--- config.mk ---
export PLATFORM = sky130hd
export DESIGN_NAME = pc_fetch_ctrl_rv32i_flat
export DESIGN_NICKNAME = d
export VERILOG_FILES = /design/src/rtl/pc_fetch_ctrl_rv32i_if.sv /design/src/rtl/pc_fetch_ctrl_rv32i.sv /design/src/flat_wrapper.sv
export SDC_FILE = /design/constraint.sdc
export NUM_CORES = 1
export LEC_CHECK = 0
export ABC_AREA = 1
export ABC_CLOCK_PERIOD_IN_PS = 9050
export CAP_MARGIN = 0
export CORE_ASPECT_RATIO = 1.25
export CORE_MARGIN = 5
export CORE_UTILIZATION = 40
export DETAILED_ROUTE_END_ITERATION = 8
export DONT_BUFFER_PORTS = 1
export GPL_ROUTABILITY_DRIVEN = 0
export PLACE_DENSITY = 0.53
export RECOVER_POWER = 50
export SLEW_MARGIN = 20
export SYNTH_ARGS = -nofsm -noshare
export SYNTH_HDL_FRONTEND = slang
export SYNTH_SLANG_ARGS = --single-unit
--- constraint.sdc ---
create_clock -name clk -period 9.05 [get_ports clk]
set_input_delay 0.905 -clock clk [delete_from_list [all_inputs] [get_ports clk]]
set_output_delay 0.905 -clock clk [all_outputs]
set_load 0.005 [all_outputs]
--- src/rtl/pc_fetch_ctrl_rv32i_if.sv ---
// rtl/pc_fetch_ctrl_rv32i_if.sv - instruction-memory and decode handshake bundle for the fetch sequencer
interface pc_fetch_ctrl_rv32i_if;
  logic        imem_req;
  logic [31:0] imem_addr;
  logic        imem_ack;
  logic [31:0] imem_rdata;
  logic        instr_valid;
  logic [31:0] instr_out;
  logic [31:0] instr_pc;
  logic        instr_ready;

  // master: the fetch controller; slave: memory + decode side
  modport master (
    output imem_req, imem_addr,
    input  imem_ack, imem_rdata,
    output instr_valid, instr_out, instr_pc,
    input  instr_ready
  );

  modport slave (
    input  imem_req, imem_addr,
    output imem_ack, imem_rdata,
    input  instr_valid, instr_out, instr_pc,
    output instr_ready
  );
endinterface

--- src/rtl/pc_fetch_ctrl_rv32i.sv ---
// rtl/pc_fetch_ctrl_rv32i.sv - RV32I fetch sequencer: PC ownership, imem requests, decode buffer
module pc_fetch_ctrl_rv32i #(
  parameter logic [31:0] RESET_PC    = 32'h0000_0000,
  parameter logic [31:0] TRAP_VEC    = 32'h0000_0100,
  parameter int          ACK_TIMEOUT = 16
) (
  input  logic                         clk,
  input  logic                         rst,
  pc_fetch_ctrl_rv32i_if.master        bus,
  input  logic                         redirect_valid_i,
  input  logic [31:0]                  redirect_target_i,
  input  logic                         trap_i,
  output logic                         misalign_fault_o,
  output logic                         fetch_timeout_o
);

  typedef enum logic [1:0] {S_IDLE, S_REQ, S_HOLD, S_FLUSH} state_t;

  localparam int CNT_W = (ACK_TIMEOUT > 2) ? $clog2(ACK_TIMEOUT) : 1;
  localparam logic [CNT_W-1:0] CNT_LAST = CNT_W'((ACK_TIMEOUT > 0) ? ACK_TIMEOUT - 1 : 0);
  localparam bit TO_EN = (ACK_TIMEOUT != 0);

  state_t           state_q, state_d;
  logic [31:0]      pc_q, pc_d;
  logic [31:0]      pend_q, pend_d;
  logic [31:0]      instr_out_q, instr_out_d;
  logic [31:0]      instr_pc_q, instr_pc_d;
  logic [CNT_W-1:0] cnt_q, cnt_d;
  logic             misalign_q, misalign_d;
  logic             timeout_q, timeout_d;

  // Control-flow change decode: trap outranks redirect, a misaligned redirect becomes a trap vector
  logic        event_w;
  logic        misalign_w;
  logic [31:0] target_w;
  logic [31:0] pend_w;
  logic        cnt_hit_w;

  assign event_w    = trap_i | redirect_valid_i;
  assign misalign_w = redirect_valid_i & ~trap_i & (redirect_target_i[1:0] != 2'b00);
  assign target_w   = (trap_i | misalign_w) ? TRAP_VEC : redirect_target_i;
  // In FLUSH the most recent control-flow change replaces the pending target
  assign pend_w     = event_w ? target_w : pend_q;
  assign cnt_hit_w  = TO_EN && (cnt_q == CNT_LAST);

  // State and datapath registers, reset asynchronously
  always_ff @(posedge clk or posedge rst) begin
    if (rst) begin
      state_q     <= S_IDLE;
      pc_q        <= RESET_PC;
      pend_q      <= '0;
      instr_out_q <= '0;
      instr_pc_q  <= '0;
      cnt_q       <= '0;
      misalign_q  <= 1'b0;
      timeout_q   <= 1'b0;
    end else begin
      state_q     <= state_d;
      pc_q        <= pc_d;
      pend_q      <= pend_d;
      instr_out_q <= instr_out_d;
      instr_pc_q  <= instr_pc_d;
      cnt_q       <= cnt_d;
      misalign_q  <= misalign_d;
      timeout_q   <= timeout_d;
    end
  end

  // Next-state, next-PC and pulse generation
  always_comb begin
    state_d     = state_q;
    pc_d        = pc_q;
    pend_d      = pend_q;
    instr_out_d = instr_out_q;
    instr_pc_d  = instr_pc_q;
    cnt_d       = cnt_q;
    misalign_d  = 1'b0;
    timeout_d   = 1'b0;

    case (state_q)
      S_IDLE: begin
        state_d = S_REQ;
        cnt_d   = '0;
      end

      S_REQ: begin
        misalign_d = misalign_w;
        if (bus.imem_ack) begin
          cnt_d = '0;
          if (event_w) begin
            // Returned word is on the wrong path; refetch from the new target
            pc_d = target_w;
          end else begin
            instr_out_d = bus.imem_rdata;
            instr_pc_d  = pc_q;
            pc_d        = pc_q + 32'd4;
            state_d     = S_HOLD;
          end
        end else if (event_w) begin
          // Address must stay stable until the memory acks, so park the target
          pend_d  = target_w;
          state_d = S_FLUSH;
          cnt_d   = '0;
        end else if (cnt_hit_w) begin
          timeout_d = 1'b1;
          pc_d      = TRAP_VEC;
          state_d   = S_IDLE;
          cnt_d     = '0;
        end else begin
          cnt_d = cnt_q + 1'b1;
        end
      end

      S_HOLD: begin
        misalign_d = misalign_w;
        if (event_w) begin
          // Squash the buffered word; pc already advanced, so overwrite it
          pc_d    = target_w;
          state_d = S_REQ;
          cnt_d   = '0;
        end else if (bus.instr_ready) begin
          state_d = S_REQ;
          cnt_d   = '0;
        end
      end

      S_FLUSH: begin
        misalign_d = misalign_w;
        pend_d     = pend_w;
        if (bus.imem_ack) begin
          pc_d    = pend_w;
          state_d = S_REQ;
          cnt_d   = '0;
        end else if (cnt_hit_w) begin
          timeout_d = 1'b1;
          pc_d      = pend_w;
          state_d   = S_IDLE;
          cnt_d     = '0;
        end else begin
          cnt_d = cnt_q + 1'b1;
        end
      end

      default: begin
        state_d = S_IDLE;
      end
    endcase
  end

  assign bus.imem_req    = (state_q == S_REQ) || (state_q == S_FLUSH);
  assign bus.imem_addr   = pc_q;
  assign bus.instr_valid = (state_q == S_HOLD);
  assign bus.instr_out   = instr_out_q;
  assign bus.instr_pc    = instr_pc_q;
  assign misalign_fault_o = misalign_q;
  assign fetch_timeout_o  = timeout_q;

endmodule

--- src/flat_wrapper.sv ---
// flat-port wrapper written by rule: the top's interface ports become plain ports
module pc_fetch_ctrl_rv32i_flat 
#(
  parameter logic [31:0] RESET_PC    = 32'h0000_0000,
  parameter logic [31:0] TRAP_VEC    = 32'h0000_0100,
  parameter int          ACK_TIMEOUT = 16
)
  (clk, rst, redirect_valid_i, redirect_target_i, trap_i, misalign_fault_o, fetch_timeout_o, bus_imem_req, bus_imem_addr, bus_imem_ack, bus_imem_rdata, bus_instr_valid, bus_instr_out, bus_instr_pc, bus_instr_ready);
  pc_fetch_ctrl_rv32i_if bus_i ();
  input  logic clk;
  input  logic rst;
  input  logic redirect_valid_i;
  input  logic [31:0] redirect_target_i;
  input  logic trap_i;
  output logic misalign_fault_o;
  output logic fetch_timeout_o;
  output wire logic [$bits(bus_i.imem_req)-1:0] bus_imem_req;
  output wire logic [$bits(bus_i.imem_addr)-1:0] bus_imem_addr;
  input wire logic [$bits(bus_i.imem_ack)-1:0] bus_imem_ack;
  input wire logic [$bits(bus_i.imem_rdata)-1:0] bus_imem_rdata;
  output wire logic [$bits(bus_i.instr_valid)-1:0] bus_instr_valid;
  output wire logic [$bits(bus_i.instr_out)-1:0] bus_instr_out;
  output wire logic [$bits(bus_i.instr_pc)-1:0] bus_instr_pc;
  input wire logic [$bits(bus_i.instr_ready)-1:0] bus_instr_ready;
  assign bus_imem_req = bus_i.imem_req;
  assign bus_imem_addr = bus_i.imem_addr;
  assign bus_i.imem_ack = bus_imem_ack;
  assign bus_i.imem_rdata = bus_imem_rdata;
  assign bus_instr_valid = bus_i.instr_valid;
  assign bus_instr_out = bus_i.instr_out;
  assign bus_instr_pc = bus_i.instr_pc;
  assign bus_i.instr_ready = bus_instr_ready;
  pc_fetch_ctrl_rv32i #(.RESET_PC(RESET_PC), .TRAP_VEC(TRAP_VEC), .ACK_TIMEOUT(ACK_TIMEOUT)) u_core (.clk(clk), .rst(rst), .bus(bus_i), .redirect_valid_i(redirect_valid_i), .redirect_target_i(redirect_target_i), .trap_i(trap_i), .misalign_fault_o(misalign_fault_o), .fetch_timeout_o(fetch_timeout_o));
endmodule
==> impl_metrics.tcl, run 1 <==
set metrics [dict create \
    status "finished, violations left" \
    failed_checks "capacitance limit, slew limit" \
    synthSimpleGateAreaFrac_pct 26.5 \
    fill_cells 1837 \
    netlist_area_sq_um 7330 \
    seq_area_frac_synth_pct 46.4 \
    required_ps 9480 \
    design.die.area_sq_um 21200 \
    hold_path_class "reg -> reg" \
    areaGrowthSynthToFinish_pct 9.55 \
    p_leak_nw 3.87 \
    routedWlPerCell_um 18.1 \
    slew_headroom_pct -100 \
    synthAdderAreaFrac_pct 0.341 \
    die-height_um 161 \
    grt_pass1_wl_um 33700 \
    period_share_pct 34.9 \
    drtIter0Drc 421 \
    synth-xor-area-share_pct 0.358 \
    tightest_slew_ps 2980 \
    cp_top_family "buffers and inverters" \
    vias 5896 \
    final.setup_skew_ps 7.00 \
    synth.avg_cell_area_sq_um 7.86 \
    final_nets 987 \
    cts_post_setup_buffers_inserted 0 \
    area.sequential_sq_um 3400 \
    htreeDepth 4 \
    rsz0062_at_grt "false" \
    ys_types 40 \
    synth_top_family_by_area "simple AND/OR/NAND/NOR gates" \
    grt_pass1_vias 5789 \
    ys_seq_elements 136 \
    cp-start-kind "input pin" \
    synth_edf_count 0 \
    worst-path-buf-inv 2 \
    powerDensity_nw_per_um2 317 \
    tns_ps 0 \
    peakVddDrop_v 0.000153 \
    dp_hpwl_um 15000 \
    drt_first_pass_iters 5 \
    yosysWarnings 0 \
    coreArea_sq_um 18100 \
    p_total_mw 2.55 \
    critPathCaptureType "asynchronous set/reset pin" \
    initial_utilization_pct 40.5 \
    clk_pin_slew_worst_paths_ps 60 \
    final_cell_mix "nand2_1 (286), dfrtp_1 (136), nor2_1 (93), inv_1 (86), nand3_1 (73)" \
    drc 0 \
    cts_made_buffers 17 \
    rows 55 \
    port_buffers 0 \
    synth-main-ff-cell "dfrtp_1" \
    grt_usage_pct 19.9 \
    grt_overflow 0 \
    cp_slowest_cell "clkinvlp_2" \
    multi_input_area_sq_um 3330 \
    dieWidth_um 131 \
    antennaDiodeCount 0 \
    async_flop_share_pct 100 \
    clock_sinks 136 \
    arrival_ps 3590 \
    min_period_ps 3150 \
    worstSetupPathType "in -> async" \
    antenna_found_initial 0 \
    clk_latency_ps 430 \
    cp_cell_sequence "clkinvlp_2 > buf_4" \
    syn-num-nets 1005 \
    via_per_inst 5.10 \
    grt_max_degree 73 \
    setup_viol 0 \
    hold_viol_final 0 \
    cts-resized-gates 0 \
    root_buffer "clkbuf_16" \
    ant_nets 0 \
    io_pins 170 \
    drv_cap 1 \
    clock_path_buffers 2 \
    drive_above_1_share_pct 10.1 \
    final_common_cell "nand2_1" \
    synth-compound-area-share_pct 11.6 \
    syn_inst 933 \
    fmax_ghz 0.317 \
    crit_path_max_incr_delay_ps 1630 \
    routed_wl_um 20900 \
    muxShareOfSynthArea_pct 6.50 \
    cts_hold_buf 0 \
    slew_violations 70 \
    cp_max_fo 69 \
    cts_tree "built" \
]
-- path summary, 6_finish.rpt --
path                                        start                        to  slack (ps)  depth (start not counted)
worst max-delay path                          rst         u_core.pend_q[29]        5900                          2
worst min-delay path            u_core.pend_q[17]         u_core.pend_q[17]         480                          2
worst max register to register  u_core.state_q[0]  u_core.bus.imem_addr[19]        6280                          8
worst min register to register  u_core.pend_q[17]         u_core.pend_q[17]         480                          2
max in group clk                           trap_i  u_core.bus.imem_addr[17]        6070                         10
min in group asynchronous                     rst  u_core.bus.instr_out[30]        1190                          1
-- cells in the mapped netlist (2+ instances only) --
cell type | count | area (sq um)
nand4_1 | 2 | 12.5
buf_4 | 7 | 52.6
buf_6 | 8 | 90.1
a21boi_1 | 8 | 60.1
buf_2 | 14 | 70.1
o211ai_1 | 7 | 52.6
o21ai_2 | 4 | 35.0
or2_2 | 2 | 12.5
clkbuf_1 | 11 | 41.3
nor2_4 | 2 | 22.5
nor3_1 | 2 | 10.0
mux2_4 | 22 | 330
a21boi_0 | 5 | 37.5
o21ai_1 | 13 | 65.1
xor2_1 | 2 | 17.5
inv_1 | 86 | 323
ha_1 | 2 | 25.0
a21oi_1 | 25 | 125
nand2_1 | 286 | 1070
nand3_1 | 73 | 365
dfrtp_1 | 136 | 3400
mux2_2 | 13 | 146
nor2_2 | 3 | 18.8
o21ai_0 | 72 | 360
and2_1 | 3 | 18.8
inv_2 | 6 | 22.5
nand2_2 | 3 | 18.8
nor2_1 | 93 | 349
o22ai_1 | 12 | 75.1
-- registers in the layout, indices dropped and copies added, names as in the netlist --
name	count
u_core.bus.instr_pc	32
u_core.bus.imem_addr	32
u_core.pend_q	32
u_core.fetch_timeout_o	1
u_core.state_q	2
u_core.misalign_fault_o	1
u_core.bus.instr_out	32
u_core.cnt_q	4
-- kinds of logic (layout without fill, tap and decap cells) --
family,after synthesis,in the layout
simple gates,472,472
compound gates,151,151
xor+xnor,3,3
flops,136,136
fa+ha+maj,2,2
mux,35,35
buf+inv,134,129
-- metrics by stage --
stage / hold WS, ps / setup slack [ps] / area, sq um / cells / utilization [%]
2_1_floorplan: 449 / 4510 / 7330 / 933 / -
3_3_place_gp: 462 / 5650 / 7400 / 1124 / 40.9
3_5_place_dp: 463 / 5620 / 7400 / 1124 / 40.9
4_1_cts: 433 / 6070 / 8040 / 1156 / 44.4
5_1_grt: 508 / 5240 / 8040 / 1156 / 44.4
6_report: 481 / 5900 / 8040 / 1156 / 44.4
-- cell type report --
| class | count | area share, % |
|---|---|---|
| Sequential cell | 136 | 42.4 |
| Clock inverter | 13 | 2.41 |
| Timing Repair Buffer | 4 | 0.374 |
| Tap cell | 228 | 3.55 |
| Multi-Input combinational cell | 663 | 41.4 |
| Clock buffer | 19 | 5.51 |
| Inverter | 93 | 4.39 |
-- power breakdown --
part           switching (mW)  total (mW)  internal (mW)
clock network           0.277       0.750          0.472
registers               0.249        1.09          0.839
logic                   0.447       0.710          0.264
-- layer usage --
metal  track usage [%]  vias up  share of wire, %
met5                 0        -                 0
met2              30.9      165                46
met3              7.23       22               8.9
li1                  -     2971                 -
met4              6.10        0               1.5
met1              26.1     2738                44
No activity file was read; power rests on OpenSTA's default activity.
==> run 2, diff against run 1 <==
--- a/config.mk
+++ b/config.mk
@@ -6,7 +6,7 @@
 export NUM_CORES = 1
 export LEC_CHECK = 0
 export ABC_AREA = 1
-export ABC_CLOCK_PERIOD_IN_PS = 9050
+export ABC_CLOCK_PERIOD_IN_PS = 2950
 export CAP_MARGIN = 0
 export CORE_ASPECT_RATIO = 1.25
 export CORE_MARGIN = 5
==> constraint.sdc (replaced) <==
create_clock -name clk -period 2.95 [get_ports clk]
set_input_delay 0.295 -clock clk [delete_from_list [all_inputs] [get_ports clk]]
set_output_delay 0.295 -clock clk [all_outputs]
set_load 0.005 [all_outputs]
==> run 2 against run 1 <==
Net effect:
- first-iteration DRC count up 7.6%
- critical path depth rose by 1
- utilization grew 0.77 points
- cell area up 1.7%
- die area did not move
- clock power rose to 3.0 times the previous value
- sequential share of layout area fell by 0.72 points
- non-clock buffer count up 17
- the flow still finishes with violations (capacitance limit, slew limit)
- total power grew to 3.1 times the previous value
- worst hold slack lost 470 ps
- final cell count is 1.4% higher
- via count up 1.3%
- largest power group unchanged
==> impl_metrics.tcl, run 2 (same netlist as run 1, synthesis figures left out) <==
set metrics [dict create \
    worstSetupPathType "in -> async" \
    required_ps 3340 \
    via_per_inst 5.10 \
    slew_headroom_pct -3.84 \
    vias 5974 \
    design.die.area_sq_um 21200 \
    clkPwrFrac_pct 28.9 \
    rsz0062_at_grt "false" \
    clock_path_buffers 2 \
    grt_max_degree 50 \
    cp_max_fo 32 \
    worst_slack_ps 748 \
    hold_path_class "in -> reg" \
    areaGrowthSynthToFinish_pct 11.4 \
    critPathCaptureType "asynchronous set/reset pin" \
    antenna_found_initial 0 \
    grt_pass1_vias 5850 \
    area.sequential_sq_um 3400 \
    dp_hpwl_um 15900 \
    tightest_slew_ps 1550 \
    cts-resized-gates 0 \
    cp-start-kind "input pin" \
    fmax_ghz 0.454 \
    holdWs_ps 14.2 \
    final.setup_skew_ps 10.6 \
    cp_slowest_cell "clkinvlp_2" \
    die-height_um 161 \
    drive_above_1_share_pct 11.0 \
    initial_utilization_pct 40.5 \
    setup_viol 0 \
    seq_power_share_pct 42.7 \
    p_leak_nw 3.93 \
    cp_cell_sequence "dlygate4sd3_1 > clkinvlp_2 > clkbuf_1" \
    grt_pass1_wl_um 33700 \
    min_period_ps 2200 \
    cts_tree "built" \
    routed_wl_um 21200 \
    cts_post_setup_buffers_inserted 0 \
    tns_ps 0 \
    failed_checks "capacitance limit, slew limit" \
    grt_usage_pct 20.0 \
    final_nets 1004 \
    routedWlPerCell_um 18.1 \
    drc 0 \
    sw_frac_of_total_pct 37.6 \
    power.internal_mw 4.88 \
    crit_path_max_incr_delay_ps 900 \
    pre_cts_ws_ps 847 \
    p_comb_share_pct 28.4 \
    drtIter0Drc 453 \
    ant_nets 0 \
    cts_hold_buf 4 \
    hold_viol_final 0 \
    dieWidth_um 131 \
    fill_cells 1827 \
    port_buffers 0 \
    final_cell_mix "nand2_1 (286), dfrtp_1 (136), nor2_1 (93), inv_1 (86), nand3_1 (73)" \
    drt_first_pass_iters 7 \
    drv_cap 1 \
    p_switching_mw 2.94 \
    multi_input_area_sq_um 3330 \
    htreeDepth 4 \
    slew_violations 32 \
    antennaDiodeCount 0 \
    period_share_pct 74.6 \
    coreArea_sq_um 18100 \
    grt_overflow 0 \
    clk_latency_ps 420 \
    cts_made_buffers 17 \
    clock_sinks 136 \
    clk_pin_slew_worst_paths_ps 60 \
    peakVddDrop_v 0.000498 \
    arrival_ps 2590 \
    powerDensity_nw_per_um2 957 \
    final_common_cell "nand2_1" \
    status "finished, violations left" \
    rows 55 \
    root_buffer "clkbuf_16" \
    io_pins 170 \
]
run 2: worst paths after layout:
check	depth (start not counted)	from	to	slack (ps)
min reg2reg	2	u_core.pend_q[21]	u_core.pend_q[21]	490
max	3	rst	u_core.bus.imem_addr[17]	750
min	2	redirect_target_i[20]	u_core.pend_q[20]	10
max reg2reg	9	u_core.state_q[1]	u_core.bus.imem_addr[21]	780
min in group asynchronous	2	rst	u_core.bus.instr_out[11]	690
max in group clk	9	u_core.state_q[1]	u_core.bus.imem_addr[21]	780
run 2: metrics by stage:
stage | utilization [%] | cells | cell area [sq um] | total power, mW
after floorplan | - | 933 | 7340 | 4.89
after global placement | 41.5 | 1136 | 7500 | 5.60
after global routing | 45.2 | 1172 | 8170 | 8.36
after detailed placement | 41.5 | 1136 | 7500 | 5.61
final | 45.2 | 1172 | 8170 | 7.82
after CTS | 45.1 | 1171 | 8170 | 7.93
run 2: routing by layer:
| layer | vias to the layer above | routed length (um) | global-route usage, % |
|---|---|---|---|
| li1 | 3000 | - | - |
| met1 | 2763 | 9290 | 25.8 |
| met2 | 188 | 9640 | 31.3 |
| met3 | 23 | 1870 | 7.23 |
| met4 | 0 | 370 | 6.52 |
| met5 | - | 0 | 0 |
run 2: cell type report:
class                           instances  area share (%)
Timing Repair Buffer                   21            2.19
Inverter                               93            4.32
Clock inverter                         11            2.08
Tap cell                              228            3.49
Multi-Input combinational cell        663            40.7
Sequential cell                       136            41.6
Clock buffer                           20            5.59
run 2: worst max-delay path: cells and delay by family:
family | cells | cell delay, ps
buf+inv | 3 | 2270
run 2: power by group through the flow:
stage	Combinational, mW	Sequential [mW]	Clock, mW
5_1_grt	2.51	3.45	2.40
2_1_floorplan	1.80	3.09	0
6_report	2.22	3.34	2.26
3_5_place_dp	2.22	3.39	0
4_1_cts	2.24	3.37	2.32
3_3_place_gp	2.21	3.39	0
==> patch 1, RTL diff (config.mk and constraints of run 2) <==
Register the output `fetch_timeout_o` once more, with the module's reset; this adds one clock of latency there. The other outputs are not delayed to match.
--- a/src/rtl/pc_fetch_ctrl_rv32i.sv
+++ b/src/rtl/pc_fetch_ctrl_rv32i.sv
@@ -153,7 +153,13 @@
   assign bus.instr_out   = instr_out_q;
   assign bus.instr_pc    = instr_pc_q;
   assign misalign_fault_o = misalign_q;
-  assign fetch_timeout_o  = timeout_q;
+  always_ff @(posedge clk or posedge rst) begin
+    if (rst) begin
+      fetch_timeout_o <= '0;
+    end else begin
+      fetch_timeout_o <= timeout_q;
+    end
+  end
 
 endmodule
 
Formal check against the unedited RTL: same outputs for any inputs over 4 cycles, from zero or initial values and one cycle with rst high; that may be too few to reach the edited logic, so the function may still have changed.
==> patch 1 against run 2 <==
Clock skew shrank 1.0 ps; count of clock-buffer cells in the layout grew 1; sequential cell count grew 1; total power grew 1.5%; design area shrank 1.5%; area after synthesis shrank 2.6%; clock power grew 5%; register-to-register slack lost 90 ps; wire length shrank 1.7%; largest power group unchanged; setup slack lost 60 ps.
==> patch 1: results (changes against run 2) <==
stage	metric	value	unit	change
synthesis	fraction of the mapped netlist area in adder cells	0.350	%	+0.0090 points
power	P_leak	3.78	nW	-3.8%
finish	signal buffers share of area	2.10	%	-0.092 points
worst_setup_path	crit start category	flip-flop		
power	maximum vdd drop	423	uV	-15%
clocking	post-cts repair resize count	0		unchanged
synthesis	register area share after synthesis	48.0	%	+1.6 points
worst_setup_path	WP data arrival	2540	ps	-50 ps
global_route	antenna violations before repair	0		unchanged
finish	multi-input logic area	3250	um^2	-2.4%
finish	Seq area share	42.6	%	+0.93 points
synthesis	most common library cells after synthesis	265 x nand2_1, 137 x dfrtp_1, 93 x o21ai_0, 67 x nand3_1, 64 x inv_1		
route	vias per inst	5.36		+5.1%
global_route	grt ovf	0		unchanged
finish	inverters	71		-24%
placement	Placement Cell Area	7350	um^2	-2.1%
synthesis	mux cell area share after synthesis	7.09	%	+0.59 points
sta	Final setup viols	0		unchanged
finish	# fillers	1716		-6.1%
synthesis	most common flop cell mapped by yosys	dfrtp_1		
clocking	Clk pin slew, worst setup/hold paths	60	ps	about the same
floorplanning	die area	20700	um^2	-2.4%
route	Detailed Route Iter0 Violations	473		+4.4%
clocking	Post-CTS Setup Repair Bufs	0		unchanged
synthesis	syn avg cell area	8.19	um^2	+4.1%
sta	clock skew	9.65	ps	-1.00 ps
worst_setup_path	Crit path largest cell delay	440	ps	-460 ps
hold_path	Hold Startpoint	bus_imem_rdata[24]		
finish	layout cells sized above 1	11.2	%	+0.18 points
finish	Non-CTS buffers	18		-14%
synthesis	Synth Register Bits	137		+0.74%
route	wirelength, routed	20.8	mm	-1.7%
global_route	first-pass GRT wire length	32.5	mm	-3.7%
worst_setup_path	worst-path fanout max	37		+16%
synthesis	ys async rst share	100	%	unchanged
global_route	largest net degree at the start of global routing	50		unchanged
finish	clock network share of area	8.23	%	+0.56 points
outcome	status	completed		
clocking	CTS buffer count	17		unchanged
clocking	worst-skew pair later-pin latency	420	ps	about the same
global_route	All-Layer GR Usage	20.2	%	+0.22 points
finish	Final Non-Filler Cells	1108		-5.5%
worst_setup_path	Slowest-stage cell, CP	dfrtp_1		
synthesis	Syn Nets	945		-6.0%
finish	# clk buffers	21		+5.0%
global_route	vias in the first global route	5754		-1.6%
placement	hpwl dp	15.7	mm	-0.93%
clocking	CTS HTree Levels	4		unchanged
finish	P&R area growth vs syn	12.7	%	
sta	Max-slew headroom	6.03	%	+9.9 points
synthesis	top post-synthesis cells by area	dfrtp_1 48%, nand2_1 14%, o21ai_0 6.5%		
synthesis	Synth Area in Compound Gates	13.7	%	+2.0 points
route	First-pass DRT Iterations	5		-2
placement	Place WS	712	ps	-135 ps
finish	multi-input gate count	626		-5.6%
synthesis	XOR/XNOR Fraction of Synth Area	0.368	%	+0.0095 points
synthesis	Cell variety after synth	37		-7.5%
finish	Nets	943		-6.1%
## patch 1: cell count changes after synthesis, moves of 5 or more
cell and change:
a21boi_1 -6, a21oi_1 +17, a22oi_1 +7, clkbuf_1 +5, inv_1 -22, nand2_1 -21
nand3_1 -6, nor2_1 -37, o21ai_0 +21, o21ai_1 -10, o22ai_1 -5
## patch 1: per-layer routing
layer / global-route usage [%] / vias up / share of wire, %
li1: - / 2880 / -
met2: 31.4 / 276 / 46
met5: 0 / - / 0
met3: 6.91 / 34 / 11
met1: 26.7 / 2744 / 41
met4: 6.29 / 0 / 1.7
## patch 1: power breakdown
| part | switching, mW | total [mW] | internal [mW] |
|---|---|---|---|
| sequential | 0.774 | 3.38 | 2.60 |
| clock | 0.799 | 2.37 | 1.57 |
| combinational | 1.35 | 2.20 | 0.845 |
| total | 2.93 | 7.94 | 5.01 |
## patch 1: final timing paths
check / end / slack, ps / cells past startpoint
min reg2reg: u_core.fetch_timeout_o$_DFF_PP0_ / 360 / 0
max reg2reg: u_core.pend_q[6]$_DFFE_PP0P_ / 690 / 10
min: u_core.bus.instr_out[24]$_DFFE_PP0P_ / 20 / 1
min in group asynchronous: u_core.bus.instr_pc[31]$_DFFE_PP0P_ / 650 / 2
max in group asynchronous: u_core.bus.imem_addr[26]$_DFFE_PP0P_ / 710 / 3
max: u_core.pend_q[6]$_DFFE_PP0P_ / 690 / 10
## patch 1: worst max-delay path: cells and delay by family (launching register included)
kind | cells | cell delay, ps
AND/OR/NAND/NOR | 4 | 720
buffers and inverters | 5 | 830
flip-flops | 1 | 440
AO/OA/AOI/OAI | 1 | 110
==> patch 2, RTL diff (settings of run 2) <==
Without the edit above. `ACK_TIMEOUT` is set to 16 in 2 places; all go to 32.
--- a/src/rtl/pc_fetch_ctrl_rv32i.sv
+++ b/src/rtl/pc_fetch_ctrl_rv32i.sv
@@ -2,7 +2,7 @@
 module pc_fetch_ctrl_rv32i #(
   parameter logic [31:0] RESET_PC    = 32'h0000_0000,
   parameter logic [31:0] TRAP_VEC    = 32'h0000_0100,
-  parameter int          ACK_TIMEOUT = 16
+  parameter int          ACK_TIMEOUT = 32
 ) (
   input  logic                         clk,
   input  logic                         rst,
--- a/src/flat_wrapper.sv
+++ b/src/flat_wrapper.sv
@@ -3,7 +3,7 @@
 #(
   parameter logic [31:0] RESET_PC    = 32'h0000_0000,
   parameter logic [31:0] TRAP_VEC    = 32'h0000_0100,
-  parameter int          ACK_TIMEOUT = 16
+  parameter int          ACK_TIMEOUT = 32
 )
   (clk, rst, redirect_valid_i, redirect_target_i, trap_i, misalign_fault_o, fetch_timeout_o, bus_imem_req, bus_imem_addr, bus_imem_ack, bus_imem_rdata, bus_instr_valid, bus_instr_out, bus_instr_pc, bus_instr_ready);
   pc_fetch_ctrl_rv32i_if bus_i ();
Behaviour: no difference found for any inputs over 4 cycles, from zero or initial values and one cycle with rst high; that may be too few to reach the edited logic, so the function may still have changed.
==> patch 2 against run 2 <==
The run still ends with capacitance limit, slew limit left; total power decreased by 3.6%; critical path depth increased by 9; sequential share of layout area increased by 1.6 points; setup slack got worse by 300 ps; count of clock-buffer cells in the layout unchanged; area after synthesis decreased by 3.4%; fmax decreased by 12%; design area decreased by 3.0%; sequential cell count increased by 1; wire length decreased by 2.8%; largest power group unchanged.
==> patch 2: results (changes against run 2) <==
stage	metric	value	unit	change
outcome	status	finished, violations left		
synthesis	XOR/XNOR Fraction of Synth Area	0.371	%	+0.013 points
synthesis	most common library cells after synthesis	250 x nand2_1, 137 x dfrtp_1, 106 x nor2_1, 100 x o21ai_0, 73 x inv_1		
worst_setup_path	worst-path fanout max	34		+6.3%
power	maximum vdd drop	426	uV	-14%
synthesis	mux cell area share after synthesis	5.88	%	-0.62 points
power	Power Clock	2.18	mW	-4%
finish	layout cells sized above 1	10.8	%	-0.19 points
worst_setup_path	WP data arrival	2790	ps	+200 ps
placement	hpwl dp	15.1	mm	-4.7%
sta	final slew viol count	1		-97%
worst_setup_path	Worst setup endpoint	u_core.bus.imem_addr[7]$_DFFE_PP0P_		
hold_path	Hold Startpoint	redirect_target_i[22]		
outcome	failing checks	capacitance limit, slew limit		
power	P_leak	3.65	nW	-7.3%
worst_setup_path	Slowest-stage cell, CP	inv_2		
synthesis	Synth Area in Compound Gates	12.7	%	+1.1 points
route	First-pass DRT Iterations	5		-2
worst_setup_path	Crit path largest cell delay	510	ps	-390 ps
clocking	hold buffer count at CTS	3		-1
route	wirelength, routed	20.6	mm	-2.8%
finish	Nets	976		-2.8%
power	combinational fraction of design power	26.1	%	-2.3 points
job	maxcap violations	1		unchanged
route	drt wl/cell	18.1	um	+0.11%
synthesis	Synth Instances	906		-2.9%
sta	clock skew	10.4	ps	-0.283 ps
route	total number of vias	5852		-2.0%
==> patch 2: cell count changes after synthesis, sizes merged, moves of 4 or more <==
cell / run 2 / this run
o22ai: 12 / 8
buf: 30 / 24
inv: 93 / 80
clkbuf: 11 / 15
a21oi: 25 / 36
nand3: 73 / 68
a31oi: 1 / 5
nand2: 290 / 253
o21ai: 89 / 109
a21boi: 13 / 0
nor2: 99 / 111
==> patch 2: layout make-up <==
class | count | area [um^2] | share of cell area (%)
clock inverter | 11 | 148 | 1.86
tap | 224 | 280 | 3.54
sequential | 137 | 3430 | 43.3
inverter | 80 | 302 | 3.80
multi-input combinational | 650 | 3180 | 40.1
clock buffer | 20 | 457 | 5.76
timing repair buffer | 16 | 134 | 1.69
==> patch 2: per-layer routing <==
layer  share of wire [%]  vias to the layer above  GRT usage (%)
li1                    -                     2935              -
met1                  44                     2699           27.2
met2                  46                      189           31.6
met3                 7.9                       29           5.54
met4                 1.9                        0           7.02
met5                   0                        -              0
